==> src/rtl/freq_div_pkg.sv <==
// freq_div_pkg: shared state encoding and ratio constants for the clock-enable divider
package freq_div_pkg;
    typedef enum logic [1:0] {
        IDLE = 2'd0,
        RUN  = 2'd1,
        PEND = 2'd2
    } state_t;
    localparam int MIN_DIV     = 2;
    localparam int DEF_DIV_VAL = 3;
endpackage

==> src/rtl/div_counter.sv <==
// div_counter: modulo-N counter with terminal-count detect and registered duty/tick decode
module div_counter #(
    parameter int W = 4
) (
    input  logic         clk,
    input  logic         rst,
    input  logic         i_run,
    input  logic         i_clr,
    input  logic [W-1:0] i_ratio,
    input  logic [W-1:0] i_ratio_nxt,
    output logic [W-1:0] o_cnt,
    output logic         o_tc,
    output logic         o_div_out,
    output logic         o_tick
);
    logic [W-1:0] r_cnt;
    logic         r_div_out;
    logic         r_tick;
    logic [W-1:0] w_cnt_n;
    assign o_tc    = r_cnt == i_ratio - W'(1);
    assign w_cnt_n = (!i_run || i_clr || o_tc) ? '0 : r_cnt + W'(1);
    // decode uses next count and next ratio so outputs line up with the count they describe
    always_ff @(posedge clk) begin
        if (rst) begin
            r_cnt     <= '0;
            r_div_out <= 1'b0;
            r_tick    <= 1'b0;
        end else begin
            r_cnt     <= w_cnt_n;
            r_div_out <= i_run && (w_cnt_n < (i_ratio_nxt >> 1));
            r_tick    <= i_run && (w_cnt_n == i_ratio_nxt - W'(1));
        end
    end
    assign o_cnt     = r_cnt;
    assign o_div_out = r_div_out;
    assign o_tick    = r_tick;
endmodule

==> src/rtl/freq_div_ctrl.sv <==
// freq_div_ctrl: divider control FSM, ratio handshake, pending ratio and clamp;
// new ratios are applied only at a period boundary (or when the divider stops).
module freq_div_ctrl
    import freq_div_pkg::*;
#(
    parameter int W       = 4,
    parameter int DEF_DIV = DEF_DIV_VAL
) (
    input  logic         clk,
    input  logic         rst,
    input  logic         en,
    input  logic         cfg_valid,
    input  logic [W-1:0] cfg_div,
    output logic         cfg_ready,
    output logic         cfg_err,
    output logic         div_out,
    output logic         tick,
    output logic [W-1:0] cnt,
    output logic         active
);
    localparam logic [W-1:0] L_MIN = W'(MIN_DIV);
    state_t       r_state, w_state_n;
    logic [W-1:0] r_ratio, w_ratio_n;
    logic [W-1:0] r_pending, w_pending_n;
    logic         r_err, r_ready, r_active;
    logic         w_hs, w_clamp, w_tc;
    logic [W-1:0] w_cdiv;
    assign w_hs    = cfg_valid && r_ready;
    assign w_clamp = cfg_div < L_MIN;
    assign w_cdiv  = w_clamp ? L_MIN : cfg_div;
    always_comb begin
        w_state_n   = r_state;
        w_ratio_n   = r_ratio;
        w_pending_n = r_pending;
        case (r_state)
            IDLE: begin
                if (w_hs) w_ratio_n = w_cdiv;
                if (en) w_state_n = RUN;
            end
            RUN: begin
                if (!en) begin
                    w_state_n = IDLE;
                end else if (w_hs) begin
                    w_pending_n = w_cdiv;
                    w_state_n   = PEND;
                end
            end
            PEND: begin
                if (!en || w_tc) begin
                    w_ratio_n = r_pending;
                    w_state_n = en ? RUN : IDLE;
                end
            end
            default: w_state_n = IDLE;
        endcase
    end
    always_ff @(posedge clk) begin
        if (rst) begin
            r_state   <= IDLE;
            r_ratio   <= W'(DEF_DIV);
            r_pending <= '0;
            r_err     <= 1'b0;
            r_ready   <= 1'b1;
            r_active  <= 1'b0;
        end else begin
            r_state   <= w_state_n;
            r_ratio   <= w_ratio_n;
            r_pending <= w_pending_n;
            r_err     <= w_hs && w_clamp;
            r_ready   <= w_state_n != PEND;
            r_active  <= w_state_n != IDLE;
        end
    end
    div_counter #(.W(W)) u_cnt (
        .clk         (clk),
        .rst         (rst),
        .i_run       (w_state_n != IDLE),
        .i_clr       (r_state == IDLE),
        .i_ratio     (r_ratio),
        .i_ratio_nxt (w_ratio_n),
        .o_cnt       (cnt),
        .o_tc        (w_tc),
        .o_div_out   (div_out),
        .o_tick      (tick)
    );
    assign cfg_ready = r_ready;
    assign cfg_err   = r_err;
    assign active    = r_active;
endmodule

==> config.mk <==
export PLATFORM = sky130hd
export DESIGN_NAME = freq_div_ctrl
export DESIGN_NICKNAME = d
export VERILOG_FILES = /design/src/rtl/freq_div_pkg.sv /design/src/rtl/div_counter.sv /design/src/rtl/freq_div_ctrl.sv
export SDC_FILE = /design/constraint.sdc
export NUM_CORES = 1
export LEC_CHECK = 0
export BUFFER_PORTS_ARGS = -buffer_cell sky130_fd_sc_hd__buf_2
export CORE_UTILIZATION = 40
export CTS_CLUSTER_DIAMETER = 100
export DETAILED_ROUTE_END_ITERATION = 10
export GPL_ROUTABILITY_DRIVEN = 1
export PLACE_DENSITY_LB_ADDON = 0.25
export SLEW_MARGIN = 10
export SYNTH_ARGS = -nofsm -noshare
export SYNTH_HDL_FRONTEND = slang
export SYNTH_SLANG_ARGS = --single-unit
==> constraint.sdc <==
create_clock -name clk -period 3.3 [get_ports clk]
set_input_delay 0.99 -clock clk [delete_from_list [all_inputs] [get_ports clk]]
set_output_delay 0.99 -clock clk [all_outputs]
set_load 0.01 [all_outputs]
==> run summary, run 1 <==
Area growth syn-to-layout -> 13.42%
Layout cells sized above 1 -> 29.33%
Mapped Cells -> 128
Area share of the leading cell type in the synthesized netlist -> 32.90%
Multi-input logic area -> 696.9 sq um
Sequential share of power -> 49.8%
Fill cells -> 276
Compound-Gate Fraction of Synth Area -> 17.32%
Critical Path RT -> 3.52 ns
Post-synthesis adder-cell area fraction -> 4.329%
Total track usage -> 17.24%
Reg-to-Reg Start -> r_ratio[0]
Final hold vios -> 0
CTS H-tree lvls -> 1
Reg-to-Reg End -> u_cnt.o_tick
Rows -> 19
TritonCTS clock tree -> built
Fin nets -> 163
Mux share of post-synthesis cell area -> 2.597%
Die ar. -> 3109 sq um
Achievable frequency -> 327.4 MHz
Ys async rst share -> 0%
YS warnings -> 0
Slew @ Worst Pin -> 0.7940 ns
CP max stage delay -> 0.39 ns
Via-to-Cell Ratio -> 5.481
Synthesized area per cell -> 9.032 sq um
R2R depth -> 13
Post-layout min period -> 3.055 ns
Vias -> 992
# setup viols final -> 0
Skew final -> 0.01238 ns
Count of boundary I/O pins -> 17
Hold_sp -> r_pending[0]
Detailed Place HPWL -> 1942 um
Hold Buf Count CTS -> 0
Sequential area share after synthesis -> 32.90%
Largest family of logic cells by synthesized area -> simple AND/OR/NAND/NOR gates
Largest net degree at the start of global routing -> 16
Area leader, netlist -> dfxtp_1
RSZ-0062 raised after global routing -> false
Max clock buf depth -> 2
VDD IR max -> 221.8 uV
Nature of the critical path startpoint -> register
Root Driver -> clkbuf_4
Synth top cells by count -> 20 x nor2_1, 19 x dfxtp_1, 7 x inv_1, 7 x nor3_1, 7 x xnor2_1
Simple-gate share of the synthesized area -> 25.54%
Clock share of power -> 23.6%
Initial core utilization -> 41.92%
Die X -> 55.76 um
Number of diodes -> 0
Max cap viols -> 0
Period utilisation layout -> 92.56%
Initial antenna violation count -> 0
Net Sw Power -> 0.1559 mW
Nature of the critical path endpoint -> register
Core footprint -> 2758 sq um
DRT Pass-1 Iters -> 4
Seq cells post-synth -> 19
Top-count cell post-synth -> nor2_1
Synth Net Count -> 140
Outcome -> finished clean
Syn Std Cell Area -> 1156 sq um
CTS buffer count -> 3
Pwr dens -> 381.4 nW/um^2
Sw Share -> 31.18%
Setup_tns -> 0 ns
Clock latency on the worst-skew pair -> 0.30 ns
Combinational share of power -> 26.6%
Setup ws final -> 0.2454 ns
Post-layout power -> 0.5002 mW
Place WS -> 0.06774 ns
Synth Area in XOR/XNOR -> 9.848%
Crit-path max FO -> 4
Drt total wl -> 2454 um
Area contributors post-synth -> dfxtp_1 33%, nor2_1 6.5%, xnor2_1 5.3%
Ys flop type -> dfxtp_1
CTS sink cnt -> 19
Initial detailed-routing violation count -> 21
Global placement routability congestion -> 0.7726
Global-route wire length before repair -> 4202 um
Crit-path cells -> inv_1, ha_1, xnor2_1, nor2_2, a31o_1, a21oi_2, a211oi_2, inv_1, ha_1, xnor2_1, nor4_4, or3b_1, a311oi_1
Netlist cell types -> 46
Worst Hold Class -> reg -> reg
Post-synth EDFFs -> 0
CP Class -> reg -> reg
Max_slew headroom -> 46.66%
Worst-path clk slew -> 0.12 ns
Number of port buffers -> 16
Wire per inst -> 13.56 um
Vias in the first global route -> 943
Worst EP arrival -> 3.28 ns
Min-Delay Endpoint -> r_pending[0]
Flip-flop and latch area -> 381.6 sq um
Slowest cell on crit path -> dfxtp_2
Hold Path Depth -> 2
Internal Dissipation -> 0.3442 mW
Total gr overflow -> 0
Max Slew Vio Count -> 0
Reg2reg setup slack -> 0.25 ns
Leakage -> 0.5547 nW
DRC violations left -> 0
Final antenna-violating net count -> 0
Die Height -> 55.76 um
## how the worst max path moves through the flow
stage,from,end,slack [ns],depth (start not counted)
floorplan,cfg_valid,u_cnt.o_tick,0.20,10
finish,r_ratio[0],u_cnt.o_tick,0.25,13
global route,r_ratio[0],u_cnt.o_tick,0.008,13
global placement,cfg_valid,u_cnt.o_tick,0.11,11
CTS,r_ratio[0],u_cnt.o_tick,0.12,13
detailed placement,cfg_valid,u_cnt.o_tick,0.07,11
## cells by family after synthesis
family          count (synthesis)
compound gates                 24
xor+xnor                       13
fa+ha+maj                       4
buf+inv                        13
flops                          19
mux                             3
simple gates                   52
## final cells by class
type	instances	share of cell area, %
multi-input cells	96	53.15
well taps	31	2.958
repair buffers	24	10.69
flip-flops and latches	19	29.10
clock buffers	3	1.718
clock inverters	1	0.3817
inverters	7	2.004
## stage by stage
step                      cells  utilization [%]  hold WS, ns  instance area [sq um]
after floorplan             128                -       0.4611                   1156
after global placement      176            45.96       0.4957                   1267
after detailed placement    176            45.96       0.4992                   1267
after CTS                   180            46.96       0.5253                   1295
after global routing        181            47.55       0.5636                   1311
final                       181            47.55       0.5233                   1311
## placed cells by master (no fill, tap or decap), types with 2 or more instances in the layout
cell type and count:
inv_1 7, ha_1 4, o21a_1 2, buf_2 16, clkbuf_4 3, xnor2_1 6
a211oi_1 2, nand3_1 4, dfxtp_1 18, o21bai_1 2, buf_4 8, xor2_1 6
a21oi_2 2, or2b_2 2, o32ai_1 2, nand2_1 5, nor3_1 7, nor2_1 20
a21oi_1 3, mux2i_1 3
## worst max-delay path: cells and delay by family, from the launching register on
family	cells	cell delay, ns
AO/OA/AOI/OAI	4	0.76
AND/OR/NAND/NOR	3	0.70
adder cells (fa/ha/maj)	2	0.66
flip-flops	1	0.39
XOR/XNOR	2	0.35
buffers and inverters	2	0.12
## power groups by stage
stage | registers, mW | clock network, mW | logic, mW
4_1_cts | 0.249 | 0.121 | 0.131
5_1_grt | 0.251 | 0.134 | 0.147
6_report | 0.249 | 0.118 | 0.133
3_5_place_dp | 0.254 | 0 | 0.130
2_1_floorplan | 0.251 | 0 | 0.102
3_3_place_gp | 0.254 | 0 | 0.127
## routing by layer
| metal | vias up | track usage, % | wire length, um |
|---|---|---|---|
| met5 | - | 0 | 0 |
| met4 | 0 | 10.00 | 37 |
| met3 | 4 | 2.558 | 77 |
| met2 | 16 | 26.68 | 1108 |
| met1 | 479 | 22.84 | 1229 |
| li1 | 493 | - | - |
## flip-flops by register name (all words and copies together) (netlist names)
name / flops
active: 1
r_pending: 4
u_cnt.o_tick: 1
cfg_ready: 1
r_state: 2
r_ratio: 4
u_cnt.o_cnt: 4
u_cnt.o_div_out: 1
cfg_err: 1
## timing repair
item                       4_1_cts  5_1_grt
setup buffers                    0        1
setup endpoints to repair        0        1
resized for setup                0        2
(Power assumes the default switching activity.)
==> run 2, diff against run 1 <==
--- a/config.mk
+++ b/config.mk
@@ -5,10 +5,10 @@
 export SDC_FILE = /design/constraint.sdc
 export NUM_CORES = 1
 export LEC_CHECK = 0
-export BUFFER_PORTS_ARGS = -buffer_cell sky130_fd_sc_hd__buf_2
 export CORE_UTILIZATION = 40
 export CTS_CLUSTER_DIAMETER = 100
 export DETAILED_ROUTE_END_ITERATION = 10
+export DONT_BUFFER_PORTS = 1
 export GPL_ROUTABILITY_DRIVEN = 1
 export PLACE_DENSITY_LB_ADDON = 0.25
 export SLEW_MARGIN = 10
==> run 2 against run 1 <==
Against the previous run: count of clock-buffer cells in the layout stayed put; fmax is 0.59% lower; combinational power is 13% lower; critical path type unchanged; largest power group unchanged; cell count is 10% lower.
==> run summary, run 2 (synthesis results as in run 1) <==
Worst-path clk slew -> 0.11 ns (about the same)
Worst Hold Class -> reg -> reg
Setup ws final -> 0.2271 ns (-0.01827 ns)
Reg2reg setup slack -> 0.23 ns (-0.02 ns)
CTS sink cnt -> 19 (unchanged)
Post CTS Setup Buffer Count -> 0 (unchanged)
Clock latency on the worst-skew pair -> 0.30 ns (about the same)
Min-Delay Endpoint -> r_pending[0]
Setup_tns -> 0 ns (unchanged)
DRC violations left -> 0 (unchanged)
# setup viols final -> 0 (unchanged)
Die Height -> 55.76 um (unchanged)
Initial detailed-routing violation count -> 19 (-9.5%)
RSZ-0062 raised after global routing -> false
Pwr dens -> 399.4 nW/um^2 (+4.7%)
Area after DPL -> 1172 sq um (-7.5%)
Most common cell after layout, fill and taps aside -> nor2_1
Place WS -> 0.1440 ns (+0.07622 ns)
Hold Path Depth -> 2 (unchanged)
Max Slew Vio Count -> 0 (unchanged)
Area growth syn-to-layout -> 4.546%
CTS H-tree lvls -> 1 (unchanged)
Fill cells -> 294 (+6.5%)
Final Instance Area -> 1209 sq um (-7.8%)
Root Driver -> clkbuf_4
Total track usage -> 16.16% (-1.1 points)
Layout cells sized above 1 -> 19.08% (-10 points)
Fin nets -> 144 (-12%)
Achievable frequency -> 325.4 MHz (-0.59%)
Core footprint -> 2758 sq um (unchanged)
Most frequent cells in the layout -> 20 x nor2_1, 18 x dfxtp_1, 7 x nor3_1, 7 x inv_1
Reg-to-Reg Start -> r_ratio[0]
DRT Pass-1 Iters -> 4 (unchanged)
Multi-input logic area -> 696.9 sq um (unchanged)
Flip-flop and latch area -> 381.6 sq um (unchanged)
Max_slew headroom -> 46.73% (+0.076 points)
Most Crowded Layer GR -> met2
Skew final -> 0.003142 ns (-0.009241 ns)
Critical Path RT -> 3.52 ns (about the same)
Vias in the first global route -> 861 (-8.7%)
Wire per inst -> 14.05 um (+3.6%)
Period utilisation layout -> 93.12% (+0.55 points)
Final antenna-violating net count -> 0 (unchanged)
Met1 track demand over resource -> 22.84% (unchanged)
Die X -> 55.76 um (unchanged)
Initial core utilization -> 41.92% (unchanged)
Nature of the critical path startpoint -> register
Drt total wl -> 2276 um (-7.3%)
Initial antenna violation count -> 0 (unchanged)
R2R depth -> 13 (unchanged)
CTS buffer count -> 3 (unchanged)
Number of port buffers -> 0 (-16)
Max cap viols -> 0 (unchanged)
Detailed Place HPWL -> 1834 um (-5.6%)
Vias -> 904 (-8.9%)
Met2 Resource Use GR -> 23.92% (-2.8 points)
Via-to-Cell Ratio -> 5.580 (+1.8%)
Nature of the critical path endpoint -> register
Min Hold Slack -> 0.5226 ns (-0.0006640 ns)
Largest net degree at the start of global routing -> 16 (unchanged)
Post-layout min period -> 3.073 ns (+0.01827 ns)
Worst EP arrival -> 3.29 ns (about the same)
Die ar. -> 3109 sq um (unchanged)
Met3 Track Usage GR -> 3.488% (+0.93 points)
Count of boundary I/O pins -> 17 (unchanged)
Global-route wire length before repair -> 3946 um (-6.1%)
Leakage -> 0.4694 nW (-15%)
Final hold vios -> 0 (unchanged)
Reg-to-Reg End -> u_cnt.o_tick
Number of diodes -> 0 (unchanged)
Hold_sp -> r_pending[0]
Rows -> 19 (unchanged)
Global placement routability congestion -> 0.7588 (-1.8%)
Slew @ Worst Pin -> 0.7929 ns (-0.001137 ns)
CP Class -> reg -> reg
Total gr overflow -> 0 (unchanged)
VDD IR max -> 244.7 uV (+10%)
Max clock buf depth -> 2 (unchanged)
TritonCTS clock tree -> built
Outcome -> finished clean
Crit-path max FO -> 4 (unchanged)
## run 2: changes by cell type in the layout (fill, tap and decap cells not counted)
cell	previous run	this run
buf_2	16	0
buf_4	8	5
## run 2: metrics by stage
| step | utilization, % | total power [mW] | cells |
|---|---|---|---|
| 6_report | 43.83 | 0.4827 | 162 |
| 5_1_grt | 43.83 | 0.5138 | 162 |
| 4_1_cts | 43.51 | 0.4843 | 162 |
| 3_5_place_dp | 42.51 | 0.3690 | 158 |
| 3_3_place_gp | 42.51 | 0.3667 | 158 |
| 2_1_floorplan | - | 0.3536 | 128 |
## run 2: worst max-delay path by stage
stage          cells past startpoint            to  slack (ns)       start
2_1_floorplan                     10  u_cnt.o_tick        0.20   cfg_valid
3_3_place_gp                      13  u_cnt.o_tick        0.19  r_ratio[0]
3_5_place_dp                      13  u_cnt.o_tick        0.14  r_ratio[0]
4_1_cts                           13  u_cnt.o_tick        0.11  r_ratio[0]
5_1_grt                           13  u_cnt.o_tick       0.001  r_ratio[0]
6_report                          13  u_cnt.o_tick        0.23  r_ratio[0]
## run 2: per-layer routing
layer  wire length, um  share of wire (%)
met5                 0                  0
met1              1125                 49
met3               130                5.7
met2               993                 44
met4                27                1.2
## run 2: area by class of cell
cell class / count / area share [%]
Clock buffer: 3 / 1.863
Inverter: 7 / 2.174
Multi-Input combinational cell: 96 / 57.66
Timing Repair Buffer: 5 / 3.106
Tap cell: 31 / 3.209
Clock inverter: 1 / 0.4141
Sequential cell: 19 / 31.57
## run 2: power breakdown
| group | leakage, nW | internal [mW] | switching, mW | total [mW] |
|---|---|---|---|---|
| registers | 0.155 | 0.239 | 0.0100 | 0.249 |
| clock network | 0.0177 | 0.0452 | 0.0719 | 0.117 |
| logic | 0.297 | 0.0523 | 0.0638 | 0.116 |
## run 2: what timing repair did
| item | CTS | global route |
|---|---|---|
| hold buffers | 0 | 0 |
| gates resized for setup | 0 | 2 |
| endpoints found under the setup margin | 0 | 1 |
## run 2: critical path: stages, from the launching register on
cell and delay [ns]:
dfxtp_2 0.38, inv_1 0.05, ha_1 0.30, xnor2_1 0.14
nor2_2 0.18, a31o_1 0.26, a21oi_2 0.08, a211oi_2 0.24
inv_1 0.07, ha_1 0.35, xnor2_1 0.18, nor4_4 0.15
or3b_1 0.36, a311oi_1 0.25
==> run 3, diff against run 2 <==
--- a/config.mk
+++ b/config.mk
@@ -5,6 +5,7 @@
 export SDC_FILE = /design/constraint.sdc
 export NUM_CORES = 1
 export LEC_CHECK = 0
+export CORE_ASPECT_RATIO = 0.9
 export CORE_UTILIZATION = 40
 export CTS_CLUSTER_DIAMETER = 100
 export DETAILED_ROUTE_END_ITERATION = 10
==> run 3 against run 2 <==
Against the previous run: routed wire length is 1.6% higher; clock power is essentially flat; global-route usage increased by 0.43 points; combinational power about the same; largest power group unchanged.
==> run summary, run 3 (synthesis results as in run 1) <==
Area after DPL -> 1184 sq um (+0.96%)
Cell total after placement -> 167 (+5.7%)
Final antenna-violating net count -> 0 (unchanged)
Final hold vios -> 0 (unchanged)
Wire per inst -> 13.45 um (-4.3%)
Number of port buffers -> 0 (unchanged)
DRT Pass-1 Iters -> 4 (unchanged)
Multi-input logic area -> 689.4 sq um (-1.1%)
Vias in the first global route -> 770 (-11%)
Most common cell after layout, fill and taps aside -> nor2_1
Worst Hold Class -> reg -> reg
VDD IR max -> 300.7 uV (+23%)
CP Class -> reg -> reg
Worst EP arrival -> 3.31 ns (+0.02 ns)
Most frequent cells in the layout -> 20 x nor2_1, 18 x dfxtp_1, 7 x nor3_1, 7 x xnor2_1, 7 x inv_1
# setup viols final -> 0 (unchanged)
Initial detailed-routing violation count -> 38 (+19)
Leakage -> 0.4682 nW (-0.27%)
Area growth syn-to-layout -> 5.411%
Slew @ Worst Pin -> 0.8014 ns (+0.008498 ns)
Nature of the critical path startpoint -> register
Final Instance Area -> 1219 sq um (+0.83%)
Place WS -> 0.1487 ns (+0.004732 ns)
Global placement routability congestion -> 0.8680 (+14%)
Skew final -> 0.01271 ns (+0.009567 ns)
Rows -> 18 (-1)
Clock latency on the worst-skew pair -> 0.31 ns (about the same)
Largest net degree at the start of global routing -> 16 (unchanged)
Period utilisation layout -> 93.55% (+0.43 points)
Global-route wire length before repair -> 3712 um (-5.9%)
Post-layout min period -> 3.087 ns (+0.01422 ns)
Number of diodes -> 0 (unchanged)
Total track usage -> 16.59% (+0.43 points)
Root Driver -> clkbuf_4
Total gr overflow -> 0 (unchanged)
Critical Path RT -> 3.53 ns (about the same)
Initial core utilization -> 42.08% (+0.15 points)
Max_slew headroom -> 46.16% (-0.57 points)
Util after Layout -> 44.35% (+0.52 points)
CTS buffer count -> 3 (unchanged)
Initial antenna violation count -> 0 (unchanged)
Setup_tns -> 0 ns (unchanged)
Max Slew Vio Count -> 0 (unchanged)
Die ar. -> 3110 sq um (about the same)
CTS sink cnt -> 19 (unchanged)
Layout cells sized above 1 -> 18.18% (-0.90 points)
Final cell count without fillers -> 172 (+6.2%)
Pwr dens -> 396.9 nW/um^2 (-0.62%)
Die X -> 58.67 um (+5.2%)
Nature of the critical path endpoint -> register
Fin nets -> 145 (+0.69%)
Crit-path max FO -> 4 (unchanged)
Max clock buf depth -> 2 (unchanged)
Setup ws final -> 0.2129 ns (-0.01422 ns)
Detailed Place HPWL -> 1799 um (-1.9%)
Die Height -> 53 um (-4.9%)
TritonCTS clock tree -> built
DRC violations left -> 0 (unchanged)
Hold Buf Count CTS -> 0 (unchanged)
Max cap viols -> 0 (unchanged)
Via-to-Cell Ratio -> 5.192 (-7.0%)
Vias -> 893 (-1.2%)
Fill cells -> 291 (-1.0%)
RSZ-0062 raised after global routing -> false
Achievable frequency -> 323.9 MHz (-0.46%)
CTS H-tree lvls -> 1 (unchanged)
Core footprint -> 2748 sq um (-0.36%)
Drt total wl -> 2313 um (+1.6%)
Count of boundary I/O pins -> 17 (unchanged)
Worst-path clk slew -> 0.11 ns (about the same)
Flip-flop and latch area -> 381.6 sq um (unchanged)
Outcome -> finished clean
## run 3: cell types whose count changed in the layout (fill, tap and decap cells not counted), sizes merged
cell | previous run | this run
clkinv | 1 | 0
clkbuf | 3 | 4
buf | 5 | 6
## run 3: critical path, stage by stage (launching register included)
cell	delay [ns]
dfxtp_2	0.39
inv_1	0.06
ha_1	0.19
xor2_1	0.15
xnor2_1	0.27
a31o_1	0.23
a21oi_2	0.07
a211oi_2	0.25
inv_1	0.07
ha_1	0.35
xnor2_1	0.18
nor4_4	0.16
or3b_1	0.37
a311oi_1	0.25
## run 3: path summary, 6_finish.rpt
check,start,endpoint,cells past startpoint,slack (ns)
max,r_ratio[0],u_cnt.o_tick,13,0.21
min,r_pending[3],r_pending[3],2,0.51
max reg2reg,r_ratio[0],u_cnt.o_tick,13,0.21
min reg2reg,r_pending[3],r_pending[3],2,0.51
## run 3: area by class of cell
type	instances	area share (%)
multi-input cells	96	56.57
flip-flops and latches	19	31.31
well taps	40	4.107
repair buffers	6	3.696
clock buffers	4	2.156
inverters	7	2.156
## run 3: metrics by stage
stage,hold WS [ns],power [mW]
6_report,0.5125,0.4837
5_1_grt,0.5456,0.5132
4_1_cts,0.5230,0.4890
3_5_place_dp,0.4970,0.3700
2_1_floorplan,0.4611,0.3536
3_3_place_gp,0.4845,0.3676
## run 3: what timing repair did
action / 4_1_cts / 5_1_grt
hold endpoints to repair: 0 / 0
gates resized for setup: 0 / 1
setup buffers: 0 / 1
endpoints found under the setup margin: 0 / 1
## run 3: report_power, final
group / switching, mW / internal, mW
Combinational: 0.0648 / 0.0515
Clock: 0.0707 / 0.0472
Sequential: 0.0102 / 0.239
Total: 0.146 / 0.338
## run 3: layer usage
metal	vias to the layer above	track usage (%)	wire, um
li1	454	-	-
met5	-	0	0
met4	0	5.952	25
met1	408	24.15	1179
met2	27	22.61	943
met3	4	4.890	164
